**config.mk**
```make
export PLATFORM = sky130hd
export DESIGN_NAME = pattern_serializer
export DESIGN_NICKNAME = d
export VERILOG_FILES = /design/src/rtl/pattern_serializer.sv
export SDC_FILE = /design/constraint.sdc
export NUM_CORES = 1
export LEC_CHECK = 0
export CORE_AREA = 2 2 83 85
export CTS_BUF_LIST = sky130_fd_sc_hd__clkbuf_16
export DETAILED_ROUTE_END_ITERATION = 16
export DIE_AREA = 0 0 85 87
export PLACE_DENSITY_LB_ADDON = 0.3
export SKIP_LAST_GASP = 1
export SLEW_MARGIN = 30
export SYNTH_ARGS = -nofsm -noshare
export SYNTH_HDL_FRONTEND = slang
export SYNTH_SLANG_ARGS = --single-unit
```
**constraint.sdc**
```tcl
create_clock -name clk -period 6.52 [get_ports clk]
set_clock_uncertainty 0.05 [all_clocks]
set_input_delay 1.304 -clock clk [delete_from_list [all_inputs] [get_ports clk]]
set_output_delay 1.304 -clock clk [all_outputs]
set_load 0.02 [all_outputs]
```
**src/rtl/pattern_serializer.sv**
```systemverilog
// -----------------------------------------------------------------------------
// pattern_serializer
//
// Buffers parallel words in a small FIFO and shifts them out one bit per
// clock, MSB first. A word that finishes shifting is followed on the very next
// cycle by the next buffered word, so back-to-back words form one unbroken
// run of valid bits. The serial stream feeds a downstream pattern detector.
//
// Ports
//   clk         sole clock, rising edge
//   reset       asynchronous, active-low reset
//   din         parallel word to serialize
//   din_valid   din is presented this cycle
//   din_ready   FIFO can accept a word this cycle (combinational)
//   out         serial bit, MSB of the shift register while shifting, else 0
//   out_valid   out carries a data bit this cycle
//   busy        shifter active or FIFO non-empty
//   fifo_count  number of words held in the FIFO
//
// Shifter states
//   state | meaning
//   IDLE  | nothing in the shift register; out=0, out_valid=0
//   SHIFT | shreg MSB is on out; one bit leaves per clock
// -----------------------------------------------------------------------------
module pattern_serializer #(
    parameter int WORD_W     = 8,
    parameter int FIFO_DEPTH = 4
) (
    input  logic                         clk,
    input  logic                         reset,
    input  logic [WORD_W-1:0]            din,
    input  logic                         din_valid,
    output logic                         din_ready,
    output logic                         out,
    output logic                         out_valid,
    output logic                         busy,
    output logic [$clog2(FIFO_DEPTH):0]  fifo_count
);

    localparam int PTR_W = (FIFO_DEPTH > 1) ? $clog2(FIFO_DEPTH) : 1;
    localparam int CNT_W = $clog2(FIFO_DEPTH) + 1;
    localparam int BIT_W = (WORD_W > 1) ? $clog2(WORD_W) : 1;

    localparam logic [CNT_W-1:0] DEPTH_C  = CNT_W'(FIFO_DEPTH);
    localparam logic [BIT_W-1:0] LAST_BIT = BIT_W'(WORD_W - 1);

    typedef enum logic {
        IDLE  = 1'b0,
        SHIFT = 1'b1
    } state_t;

    state_t              state_q, state_d;
    logic [WORD_W-1:0]   shreg_q, shreg_d;
    logic [BIT_W-1:0]    bit_cnt_q, bit_cnt_d;

    logic [WORD_W-1:0]   mem_q [FIFO_DEPTH];
    logic [WORD_W-1:0]   mem_d [FIFO_DEPTH];
    logic [PTR_W-1:0]    wr_ptr_q, wr_ptr_d;
    logic [PTR_W-1:0]    rd_ptr_q, rd_ptr_d;
    logic [CNT_W-1:0]    count_q, count_d;

    logic                push;
    logic                pop;
    logic                fifo_empty;

    assign fifo_empty = (count_q == '0);
    assign din_ready  = (count_q < DEPTH_C);
    assign push       = din_valid && din_ready;

    // -------------------------------------------------------------------------
    // Shifter FSM: next state, shift register and bit counter
    // -------------------------------------------------------------------------
    always_comb begin
        state_d   = state_q;
        shreg_d   = shreg_q;
        bit_cnt_d = bit_cnt_q;
        pop       = 1'b0;

        case (state_q)
            IDLE: begin
                // Pop decision uses the registered count, so a word pushed
                // this edge is not visible here: no bypass into the shifter.
                if (!fifo_empty) begin
                    pop       = 1'b1;
                    shreg_d   = mem_q[rd_ptr_q];
                    bit_cnt_d = '0;
                    state_d   = SHIFT;
                end
            end
            SHIFT: begin
                if (bit_cnt_q == LAST_BIT) begin
                    if (!fifo_empty) begin
                        // Reload on the last bit so out_valid has no gap.
                        pop       = 1'b1;
                        shreg_d   = mem_q[rd_ptr_q];
                        bit_cnt_d = '0;
                    end else begin
                        shreg_d   = '0;
                        bit_cnt_d = '0;
                        state_d   = IDLE;
                    end
                end else begin
                    shreg_d   = shreg_q << 1;
                    bit_cnt_d = bit_cnt_q + 1'b1;
                end
            end
            default: begin
                state_d   = IDLE;
                shreg_d   = '0;
                bit_cnt_d = '0;
            end
        endcase
    end

    // -------------------------------------------------------------------------
    // FIFO: pointers wrap naturally because FIFO_DEPTH is a power of two
    // -------------------------------------------------------------------------
    always_comb begin
        mem_d    = mem_q;
        wr_ptr_d = wr_ptr_q;
        rd_ptr_d = rd_ptr_q;
        count_d  = count_q;

        if (push) begin
            mem_d[wr_ptr_q] = din;
            wr_ptr_d        = wr_ptr_q + 1'b1;
        end
        if (pop) begin
            rd_ptr_d = rd_ptr_q + 1'b1;
        end

        case ({push, pop})
            2'b10:   count_d = count_q + 1'b1;
            2'b01:   count_d = count_q - 1'b1;
            default: count_d = count_q;
        endcase
    end

    always_ff @(posedge clk or negedge reset) begin
        if (!reset) begin
            state_q   <= IDLE;
            shreg_q   <= '0;
            bit_cnt_q <= '0;
            wr_ptr_q  <= '0;
            rd_ptr_q  <= '0;
            count_q   <= '0;
            for (int i = 0; i < FIFO_DEPTH; i++) begin
                mem_q[i] <= '0;
            end
        end else begin
            state_q   <= state_d;
            shreg_q   <= shreg_d;
            bit_cnt_q <= bit_cnt_d;
            wr_ptr_q  <= wr_ptr_d;
            rd_ptr_q  <= rd_ptr_d;
            count_q   <= count_d;
            for (int i = 0; i < FIFO_DEPTH; i++) begin
                mem_q[i] <= mem_d[i];
            end
        end
    end

    // Outputs are decoded from registered state only, so the asynchronous
    // reset forces them low without waiting for a clock edge.
    assign out_valid  = (state_q == SHIFT);
    assign out        = out_valid && shreg_q[WORD_W-1];
    assign busy       = out_valid || !fifo_empty;
    assign fifo_count = count_q;

endmodule

```
Word-level counts from Yosys, hierarchy flattened
Cells that the tools add are included.

Output and inout bits: 7. Latch bits: 0. Bits in writable memories: 0. Register bits: 51. ROM bits: 0. Memories: 0.

$lt $le $gt $ge: 4. Reduce and logical (&&, ||, !) cells: 7. Divide/modulo/power cells: 0. Multiplexer cells: 19. Multipliers: 0. Equality and inequality tests: 4. Bitwise operators: 3. $add $sub $neg: 5. Shift operators: 0.

Operators by type and width (number): 8-bit two-way mux (6); 32-bit bitwise mux (1); 8-bit binary-select mux with 2-bit select (1); 8-bit demux with 2-bit select (1); 8-bit case mux with 2 select lines (1); 3-bit case mux with 2 select lines (2); 3-bit by 1-bit adder with 3-bit output (second input constant) (2); 3-bit >= comparator (second input constant) (2); 3-bit two-way mux (2); 2-bit inverter with 3-bit output (2); 2-bit by 1-bit adder with 2-bit output (second input constant) (2); 1-bit case mux with 2 select lines (2); 3-bit equality test (second input constant) (1); 1-bit logical AND (3); 3-bit logical NOT (1); 3-bit by 1-bit less-than comparator with 1-bit output (second input constant) (1); 3-bit less-than comparator (second input constant) (1); 1-bit two-way mux (3); 3-bit by 1-bit subtractor with 3-bit output (second input constant) (1); 2-bit by 1-bit equality test with 1-bit output (second input constant) (1); 2-bit equality test (second input constant) (1); 2-bit != test (second input constant) (1); 2-bit nonzero test (1); 1-bit logical NOT (1); other kinds (2) (2).

Depth between registers and ports, before layout
Depth in word-level cells: 7. Depth in mapped cells: 11. Depth with buffers taken out: 10.

Least setup slack after synthesis
No wires, ideal clock.

Path kind: input -> register. Start: in din_valid. End: reg count_q[2] (netlist: fifo_count[2]). Data arrival time: 2.618 ns. Stages on the path: 9. Buffers on the path: 1. Required time: 6.389 ns. Path slack: 3.772 ns. Cells stage by stage: nor2b_2 -> buf_12 -> inv_1 -> ha_1 -> inv_1 -> fa_1 -> xor2_1 -> nor2_1 -> xnor2_1.

Word-level cells in the longest chain between the ends: 3.

RTL lines: from (decl) (RTL line 32) `input logic din_valid,`; 1-bit logical AND (*) (RTL line 68) `assign push = din_valid && din_ready;`; 2-bit by 1-bit equality test with 1-bit output / 2-bit equality test (equally long branches) (RTL line 132) `case ({push, pop})`; 3-bit case mux with 2 select lines / 2-bit nonzero test (equally long branches); to (signal assigned) (RTL line 156) `count_q <= count_d;`; to (decl) (RTL line 60) `logic [CNT_W-1:0] count_q, count_d;`.

Mark *: on every way between the ends. The rest lies on a longest branch, timed or not. A chain may end at the register's enable or synchronous reset.

Final worst setup path
Start: in din_valid. End: reg count_q[1] (netlist: fifo_count[1]).

Same word-level chain as after synthesis.

==> impl_results.md <==
- Post-layout nets: 192
- Die width: 85 µm
- Post-synth EDFFs: 0
- Post-CTS sizing: 0
- Most frequent cell after synthesis: dfrtp_1
- Root cell of the clock tree: clkbuf_16
- Relative slew margins: 0.368
- Core Region: 6570 µm²
- Die height: 87 µm
- Initial detailed-routing violation count: 63
- Hold Violations, Final: 0
- CTS buffer count: 5
- Ports placed on the boundary: 18
- Net Count, Synth: 173
- Largest net degree at the start of global routing: 52
- Layout cell share with drive strength beyond 1: 0.333
- Top cells by area in the synthesized netlist: dfrtp_1 (51%), mux2_4 (19%), mux4_2 (7.2%)
- IO buf count: 17
- CP peak stage delay: 760 ps
- LEAKAGE: 1.39 nW
- Yosys top cell by area: dfrtp_1
- Final Setup Violations: 0
- Routed WL: 4.49 mm
- Least-Margin Pin Slew: 943 ps
- Final GP Congestion: 0.700
- Starting Density: 0.383
- Number of global-route vias before repair: 1473
- HP Start: mem_q[8]
- CP startpoint kind: input pin
- Critical Path, Cell by Cell: clkdlybuf4s50_1 -> nor2b_2 -> inv_1 -> ha_1 -> inv_1 -> fa_1 -> mux2i_1
- Via Count: 1306
- Fin Setup TNS: 0 ps
- Hold EP: mem_q[8]
- Maximum clock frequency: 0.293 GHz
- Mapped Cells: 154
- Max_cap viols: 0
- Initial antenna violation count: 0
- CTS tree: done
- Ys Warns: 0
- Row count: 30
- Drt wl/cell: 17.7 µm
- Number of synthesized register bits: 51
- PD cells: 520 nW/µm²
- Clk Latency, worst-skew pair: 290 ps
- Async set-reset flop share out of synthesis: 1.00
- Flop2flop setup slack: 3880 ps
- GR Overflow Total: 0
- List of most frequent post-synthesis cells: dfrtp_1 (51), mux2_4 (32), a22o_1 (10)
- CP max FO: 8
- Via/cell ratio: 5.14
- Unique masters post-synth: 27
- Post-DP HPWL: 3.03 mm
- WHS Path Cells: 1
- Reg2Reg Launch Point: bit_cnt_q[0]
- CP required: 6670 ps
- Total track usage: 0.136
- Final Max Slew Viols: 0
- CTS Sinks: 51
- Die ar.: 7400 µm²
- Antenna cells: 0
- CP Buf/Inv Count: 3
- Status: complete, no violations
- CP max stage cell: nor2b_2
- Cell Area, Synth: 2520 µm²
- Hold Crit Class: reg2reg
- Final Cell Area: 2930 µm²
- Layout area overhead: 16.1%
- CP most frequent cell: inv_1
- Period minus WS final: 3410 ps
- Hold buffer count at cts: 0
- Fill cells: 549
- Worst VDD drop: 0.000233 V
- Final worst path period share: 0.523
- Yosys top cell area share: 0.507
- Clk buf depth: 2
- Seq/Total Area, Yosys: 0.507
- WS Path Type: in2reg
- Reg2Reg Depth: 8
- Post-DP Area: 2730 µm²
- First-pass GRT wire length: 7.63 mm
- Htree depth: 2
- CP delay by family, top: simple AND/OR/NAND/NOR gates
- DRC Markers: 0
- RSZ-0062 raised after global routing: no
- Syn Area/Cell: 16.4 µm²
- RR Endpoint: fifo_count[1]
- Critical path endpoint category: flip-flop
- Setup Buffers After CTS: 0
- Final ANT Viol Nets: 0
- Worst Path Arrival: 3560 ps
- Drt pass-1 iters: 4
- CTS clock-pin slew for the worst setup and hold paths: 70 ps
- Main synth FF type: dfrtp_1
-- stage by stage --
stage	power, W	hold slack, ps	cells	setup slack, ps	util
after floorplan	0.00106	414	154	3770	-
after global placement	0.00116	435	246	2940	0.416
after detailed placement	0.00120	440	246	2810	0.416
after CTS	0.00154	460	254	3100	0.445
after global routing	0.00161	467	254	2990	0.445
final	0.00152	457	254	3110	0.445
-- cells in the final DEF, fill, tap and decap left out --
| master | Yosys | routed |
|---|---|---|
| a21o_1 | 7 | 7 |
| a22o_1 | 10 | 10 |
| and2_1 | 1 | 1 |
| buf_4 | 1 | 1 |
| bufinv_16 | 0 | 2 |
| clkbuf_16 | 0 | 5 |
| clkdlybuf4s50_1 | 0 | 16 |
| clkinvlp_4 | 0 | 1 |
| dfrtp_1 | 51 | 51 |
| fa_1 | 1 | 1 |
| ha_1 | 7 | 7 |
| inv_1 | 8 | 8 |
| mux2_4 | 32 | 32 |
| mux2i_1 | 1 | 1 |
| mux4_2 | 8 | 8 |
| nand2_1 | 3 | 3 |
| nand2_8 | 4 | 4 |
| nand2b_1 | 1 | 1 |
| nor2_1 | 1 | 1 |
| nor2_4 | 1 | 1 |
| nor2b_1 | 1 | 1 |
| nor2b_2 | 1 | 1 |
| nor3_2 | 1 | 1 |
| nor3b_2 | 1 | 1 |
| nor4_4 | 1 | 1 |
| o21ai_0 | 2 | 2 |
| xnor2_1 | 3 | 3 |
| xor2_1 | 3 | 3 |
-- metal layers --
| metal | global-route usage | vias up | part of all wire |
|---|---|---|---|
| met5 | 0 | - | 0 |
| met2 | 0.229 | 25 | 0.53 |
| met4 | 0.0563 | 0 | 0.012 |
| li1 | - | 588 | - |
| met1 | 0.165 | 691 | 0.42 |
| met3 | 0.0398 | 2 | 0.037 |
-- state kept, by name, summed over array words and instances (netlist names) --
| signal | flops |
|---|---|
| wr_ptr_q | 2 |
| shreg_q | 8 |
| out_valid | 1 |
| mem_q | 32 |
| rd_ptr_q | 2 |
| bit_cnt_q | 3 |
| fifo_count | 3 |
-- power breakdown --
| part | internal [W] | switching, W | total (W) |
|---|---|---|---|
| combinational | 0.000365 | 0.000226 | 0.000591 |
| sequential | 0.000468 | 0.000130 | 0.000598 |
| clock | 0.000220 | 0.000113 | 0.000332 |
| total | 0.00105 | 0.000468 | 0.00152 |
-- cell type report --
class / instances / area, µm² / share of cell area
Inverter: 8 / 30.0 / 0.0103
Sequential cell: 51 / 1280 / 0.436
Timing Repair Buffer: 17 / 168 / 0.0573
Tap cell: 80 / 100 / 0.0342
Clock buffer: 5 / 125 / 0.0428
Multi-Input combinational cell: 90 / 1160 / 0.396
Clock inverter: 3 / 67.6 / 0.0231
-- logic make-up after synthesis --
family | after synthesis | share of synthesized area
buffers and inverters | 13 | 0.0333
AND/OR/NAND/NOR | 16 | 0.0705
adder cells (fa/ha/maj) | 8 | 0.0427
multiplexers | 41 | 0.266
AO/OA/AOI/OAI | 19 | 0.0596
flip-flops | 51 | 0.507
XOR/XNOR | 6 | 0.0209
-- worst max path at each step --
| stage | startpoint | endpoint | slack, ps | cells past startpoint |
|---|---|---|---|---|
| 3_5_place_dp | din_valid | fifo_count[1] | 2810 | 7 |
| 5_1_grt | fifo_count[0] | busy | 2990 | 3 |
| 6_report | din_valid | fifo_count[1] | 3110 | 7 |
| 4_1_cts | din_valid | fifo_count[1] | 3100 | 7 |
| 2_1_floorplan | din_valid | fifo_count[2] | 3770 | 9 |
| 3_3_place_gp | din_valid | fifo_count[2] | 2940 | 9 |
Note: power is estimated with default switching activity, not from simulation.
